File: config.mk
export PLATFORM = sky130hd
export DESIGN_NAME = bks26_polydiv
export DESIGN_NICKNAME = d
export VERILOG_FILES = /design/src/rtl/bks_poly_pkg.sv /design/src/rtl/bks_msb_idx26.sv /design/src/rtl/bks26_polydiv.sv
export SDC_FILE = /design/constraint.sdc
export NUM_CORES = 1
export LEC_CHECK = 0
export BUFFER_PORTS_ARGS = -buffer_cell sky130_fd_sc_hd__buf_2
export CAP_MARGIN = 30
export CORE_AREA = 2 2 145 252
export CTS_CLUSTER_DIAMETER = 80
export DETAILED_ROUTE_END_ITERATION = 10
export DIE_AREA = 0 0 147 254
export GPL_TIMING_DRIVEN = 0
export PLACE_DENSITY_LB_ADDON = 0.12
export RECOVER_POWER = 100
export SYNTH_ARGS = -nofsm -noshare
export SYNTH_HDL_FRONTEND = slang
export SYNTH_SLANG_ARGS = --single-unit
File: constraint.sdc
create_clock -name clk -period 8.8 [get_ports clk]
set_input_delay 1.32 -clock clk [delete_from_list [all_inputs] [get_ports clk]]
set_output_delay 1.32 -clock clk [all_outputs]
set_load 0.05 [all_outputs]
File: src/rtl/bks_poly_pkg.sv
// Shared constants and FSM encoding for the GF(2) polynomial datapath.
package bks_poly_pkg;

  localparam int W     = 26;        // divisor / operand width
  localparam int PW    = 2 * W - 1; // dividend / quotient width (51)
  localparam int DEG_W = 5;         // width of a bit index into a W-bit vector
  localparam int CNT_W = 6;         // width of the per-bit iteration counter (0..PW-1)

  typedef enum logic [1:0] {
    IDLE = 2'd0,
    NORM = 2'd1,
    RUN  = 2'd2,
    DONE = 2'd3
  } state_t;

endpackage

File: src/rtl/bks_msb_idx26.sv
// Combinational priority encoder: index of the most significant set bit of a
// 26-bit vector, plus a flag for the all-zero vector (idx is 0 in that case).
module bks_msb_idx26
  import bks_poly_pkg::*;
(
  input  logic [W-1:0]     vec,
  output logic [DEG_W-1:0] idx,
  output logic             zero
);

  // Scan upward so the highest set bit is the last one to write idx.
  always_comb begin
    // NOTE: every output gets a default before the loop so no path leaves it
    // unassigned, which would otherwise infer a latch.
    idx  = '0;
    zero = 1'b1;
    for (int i = 0; i < W; i++) begin
      if (vec[i]) begin
        idx  = DEG_W'(i);
        zero = 1'b0;
      end
    end
  end

endmodule

File: src/rtl/bks26_polydiv.sv
// Sequential GF(2) polynomial divider: dividend (51 bits) / divisor (26 bits)
// yields quotient and remainder with dividend = quotient (x) divisor ^ remainder.
// One dividend bit is consumed per cycle; operands and results move over
// valid/ready handshakes.
module bks26_polydiv
  import bks_poly_pkg::*;
(
  input  logic          clk,
  input  logic          rst,
  input  logic          in_valid,
  output logic          in_ready,
  input  logic [PW-1:0] dividend,
  input  logic [W-1:0]  divisor,
  output logic          out_valid,
  input  logic          out_ready,
  output logic [PW-1:0] quotient,
  output logic [W-1:0]  remainder,
  output logic          div_zero
);

  state_t state, state_next;

  logic [PW-1:0]    d_sr;     // dividend bits still to be consumed, MSB first
  logic [W-1:0]     v_reg;    // latched divisor
  logic [W-1:0]     r_win;    // running remainder window
  logic [PW-1:0]    q_sr;     // quotient bits, shifted in at the LSB
  logic [DEG_W-1:0] deg;      // degree of the divisor
  logic [CNT_W-1:0] cnt;      // remaining iterations minus one

  logic [DEG_W-1:0] v_idx;
  logic             v_zero;

  logic [W-1:0]     r_shift;
  logic             q_bit;
  logic [W-1:0]     r_next;
  logic [PW-1:0]    q_next;

  logic             accept;

  bks_msb_idx26 u_msb (
    .vec  (v_reg),
    .idx  (v_idx),
    .zero (v_zero)
  );

  // One long-division step: bring down the next dividend bit and subtract
  // (XOR) the divisor whenever the window reaches the divisor's degree.
  always_comb begin
    r_shift = {r_win[W-2:0], d_sr[PW-1]};
    q_bit   = r_shift[deg];
    r_next  = q_bit ? (r_shift ^ v_reg) : r_shift;
    q_next  = {q_sr[PW-2:0], q_bit};
  end

  // State register.
  always_ff @(posedge clk or posedge rst) begin
    // NOTE: sequential state uses non-blocking assignments so every register
    // samples pre-edge values regardless of statement order.
    if (rst) state <= IDLE;
    else     state <= state_next;
  end

  // Next-state and handshake outputs.
  always_comb begin
    state_next = state;
    in_ready   = 1'b0;
    out_valid  = 1'b0;
    unique case (state)
      IDLE: begin
        in_ready = 1'b1;
        if (in_valid) state_next = NORM;
      end
      NORM: state_next = v_zero ? DONE : RUN;
      RUN:  if (cnt == '0) state_next = DONE;
      DONE: begin
        out_valid = 1'b1;
        if (out_ready) state_next = IDLE;
      end
      default: state_next = IDLE;
    endcase
  end

  assign accept = in_valid & in_ready;

  // Operand capture, iteration datapath and result registers.
  always_ff @(posedge clk or posedge rst) begin
    if (rst) begin
      d_sr      <= '0;
      v_reg     <= '0;
      r_win     <= '0;
      q_sr      <= '0;
      deg       <= '0;
      cnt       <= '0;
      quotient  <= '0;
      remainder <= '0;
      div_zero  <= 1'b0;
    end else begin
      unique case (state)
        IDLE: begin
          if (accept) begin
            d_sr     <= dividend;
            v_reg    <= divisor;
            r_win    <= '0;
            q_sr     <= '0;
            div_zero <= 1'b0;
          end
        end
        NORM: begin
          if (v_zero) begin
            div_zero  <= 1'b1;
            quotient  <= '0;
            remainder <= '0;
          end else begin
            deg <= v_idx;
            cnt <= CNT_W'(PW - 1);
          end
        end
        RUN: begin
          d_sr  <= {d_sr[PW-2:0], 1'b0};
          r_win <= r_next;
          q_sr  <= q_next;
          cnt   <= cnt - 1'b1;
          // Last bit: publish the completed step directly.
          if (cnt == '0) begin
            quotient  <= q_next;
            remainder <= r_next;
          end
        end
        default: ;
      endcase
    end
  end

endmodule

==> results.sh <==
export IMPL_run_status="finished with violations"
export IMPL_violations_in_the_final_reports="capacitance limit, slew limit"
export IMPL_setup_fix_buffers_added_after_clock_tree_synthesis=0
export IMPL_worstSetupStartpointType="primary input"
export IMPL_insertedDiodeCount=0
export IMPL_area_growth_syn_to_layout_pct=19.4
export IMPL_irDropWorstVdd_v=0.000168
export IMPL_count_of_distinct_cell_types_in_the_synthesized_netlist=44
export IMPL_timing_slew_headroom_pct=-102
export IMPL_grt_overflow=0
export IMPL_drtAntennaViolNets=0
export IMPL_postSynthRegisterBits=243
export IMPL_worstPathRequired_ns=8.77
export IMPL_actual_slew_at_the_worst_max_slew_pin_ns=3.03
export IMPL_critical_path_max_fanout=120
export IMPL_synth_nets=1069
export IMPL_floorplan_core_area_um2=35300
export IMPL_setup_worst_path_end_class="async pin"
export IMPL_dieWidth_um=147
export IMPL_timing_final_hold_violations=0
export IMPL_most_common_layout_cells="dfrtp_1, nand2_1, o21ai_0, clkbuf_1, buf_2"
export IMPL_design_area_um2=12500
export IMPL_leakage_uw=0.00542
export IMPL_start_util_pct=29.6
export IMPL_routed_wire_length_per_instance_um=17.9
export IMPL_route_detailed_vias_per_inst=4.69
export IMPL_ys_seq_area_share_pct=58.2
export IMPL_fin_crit_ns=4.95
export IMPL_critical_path_arrival_ns=4.92
export IMPL_nFillCells=3755
export IMPL_r2r_cells=8
export IMPL_post_cts_resize_count=0
export IMPL_clk_insertion_delay_late_ns=0.53
export IMPL_synth_cell_area_um2=10400
export IMPL_synth_edff_count=0
export IMPL_io_pins=161
export IMPL_synth_top_cell_by_area="dfrtp_1"
export IMPL_rsz_0062_raised_after_global_routing="no"
export IMPL_cap_viol_max_count=2
export IMPL_grt_max_degree=121
export IMPL_mostFrequentLayoutCell="dfrtp_1"
export IMPL_synth_top_area_share_pct=58.2
export IMPL_final_max_slew_violation_count=132
export IMPL_place_port_buffers=160
export IMPL_asr_flop_ratio_synth_pct=100
export IMPL_timing_setup_critical_path_class="primary input to async pin"
export IMPL_placed_area_um2=11900
export IMPL_clk_pin_slew_worst_paths_ns=0.06
export IMPL_cts_tree="built"
export IMPL_post_route_period_util_pct=56.3
export IMPL_drt_iter0_drc=294
export IMPL_via_count=7740
export IMPL_die_h_um=254
export IMPL_setup_viol=0
export IMPL_grt_pass1_wl_um=47300
export IMPL_multi_input_area_um2=4010
export IMPL_drt_first_pass_iters=4
export IMPL_synth_area_leaders="dfrtp_1, nand2_1, o21ai_0"
export IMPL_ff_latch_area_um2=6080
export IMPL_synth_area_per_cell_um2=10.6
export IMPL_cts_hold_buffers_added=0
export IMPL_whs_path_depth=2
export IMPL_cellPowerDensity_nw_per_um2=352
export IMPL_final_net_count=1258
export IMPL_cts_buffers=25
export IMPL_cts_root_to_sink_buffers=3
export IMPL_yosys_warnings=0
export IMPL_grt_total_usage_pct=16.2
export IMPL_largestRegisters="d_sr: 51 flops, quotient: 51 flops, q_sr: 50 flops"
export IMPL_finalWeightedCongestion=0.788
export IMPL_drive_gt1_share_pct=13.2
export IMPL_number_of_h_tree_branching_levels=1
export IMPL_grt_antenna_before_repair=0
export IMPL_fin_tns_setup_ns=0
export IMPL_vias_in_the_first_global_route=8430
export IMPL_hpwlAfterDp_um=21600
export IMPL_hold_class="flop to flop"
export IMPL_fmax_mhz=202
export IMPL_post_synth_inst_count=982
export IMPL_drc=0
export IMPL_numClockSinks=243
export IMPL_largest_clock_skew_in_the_final_design_ns=0.0118
export IMPL_clk_root_buffer_cell="clkbuf_16"
export IMPL_die_area_um2=37300
export IMPL_rows=91
export IMPL_synth_flop_cell="dfrtp_1"
export IMPL_finalWirelength_um=29500
export IMPL_fin_hold_ws_ns=0.474
-- Yosys cell counts, types with 3 or more instances --
cell,count
nor3_1,6
mux4_2,6
a21oi_1,10
xor2_1,26
nand3_1,4
ha_1,6
o21ai_0,157
inv_1,12
a22o_1,51
dfrtp_1,243
o21ai_1,31
nand2b_1,6
o31ai_1,4
mux2_2,29
buf_6,4
a211oi_1,3
nor2_1,15
buf_1,6
o21bai_1,3
mux2i_1,52
nand2_1,223
nor4_1,6
clkbuf_1,52
-- power by group --
part	leakage [uW]	switching, uW	total [uW]	internal (uW)
clock	0.000386	454	1040	587
combinational	0.00182	1160	1680	514
sequential	0.00322	252	1670	1420
-- worst max-delay path, stage by stage --
cell        delay [ns]
buf_2             0.10
clkinvlp_2        0.72
buf_16            0.44
clkbuf_2          2.14
-- cells by family after synthesis --
| kind of cell | count (synthesis) | synth area share (%) |
|---|---|---|
| adders and majority gates | 6 | 0.719 |
| muxes | 87 | 9.41 |
| buffers and inverters | 76 | 3.07 |
| AOI/OAI and AO/OA | 269 | 15.4 |
| DFF | 243 | 58.2 |
| and+or+nand+nor | 275 | 10.9 |
| xor gates and xnor gates | 26 | 2.18 |
-- area by class of cell --
type | count | area share, %
Sequential cell | 243 | 48.8
Multi-Input combinational cell | 663 | 32.2
Timing Repair Buffer | 162 | 5.87
Clock buffer | 32 | 5.31
Tap cell | 465 | 4.67
Buffer | 64 | 1.97
Clock inverter | 11 | 0.843
Inverter | 12 | 0.371
-- metal layers --
layer	GRT usage [%]	wire, um
met4	4.70	642
met1	17.7	11200
met2	32.1	16700
met3	2.10	943
met5	0	0
-- final timing paths --
kind	slack [ns]	start	to
worst max-delay path	3.85	rst	quotient[8]
worst min register to register	0.47	quotient[37]	quotient[37]
max in group clk	4.23	v_reg[21]	quotient[46]
worst min-delay path	0.47	quotient[37]	quotient[37]
min in group asynchronous	1.05	rst	d_sr[23]
worst max register to register	4.23	v_reg[21]	quotient[46]
-- through the flow --
step | utilization, % | std cells | worst slack, ns | power [uW]
floorplan | - | 982 | 0.807 | 2860
global placement | 33.5 | 1607 | -2.57 | 3450
detailed placement | 33.7 | 1609 | 4.70 | 3470
CTS | 35.8 | 1652 | 5.09 | 4540
global route | 35.3 | 1652 | 2.99 | 4720
finish | 35.3 | 1652 | 3.85 | 4390
Power figures use the tool's default switching activity.
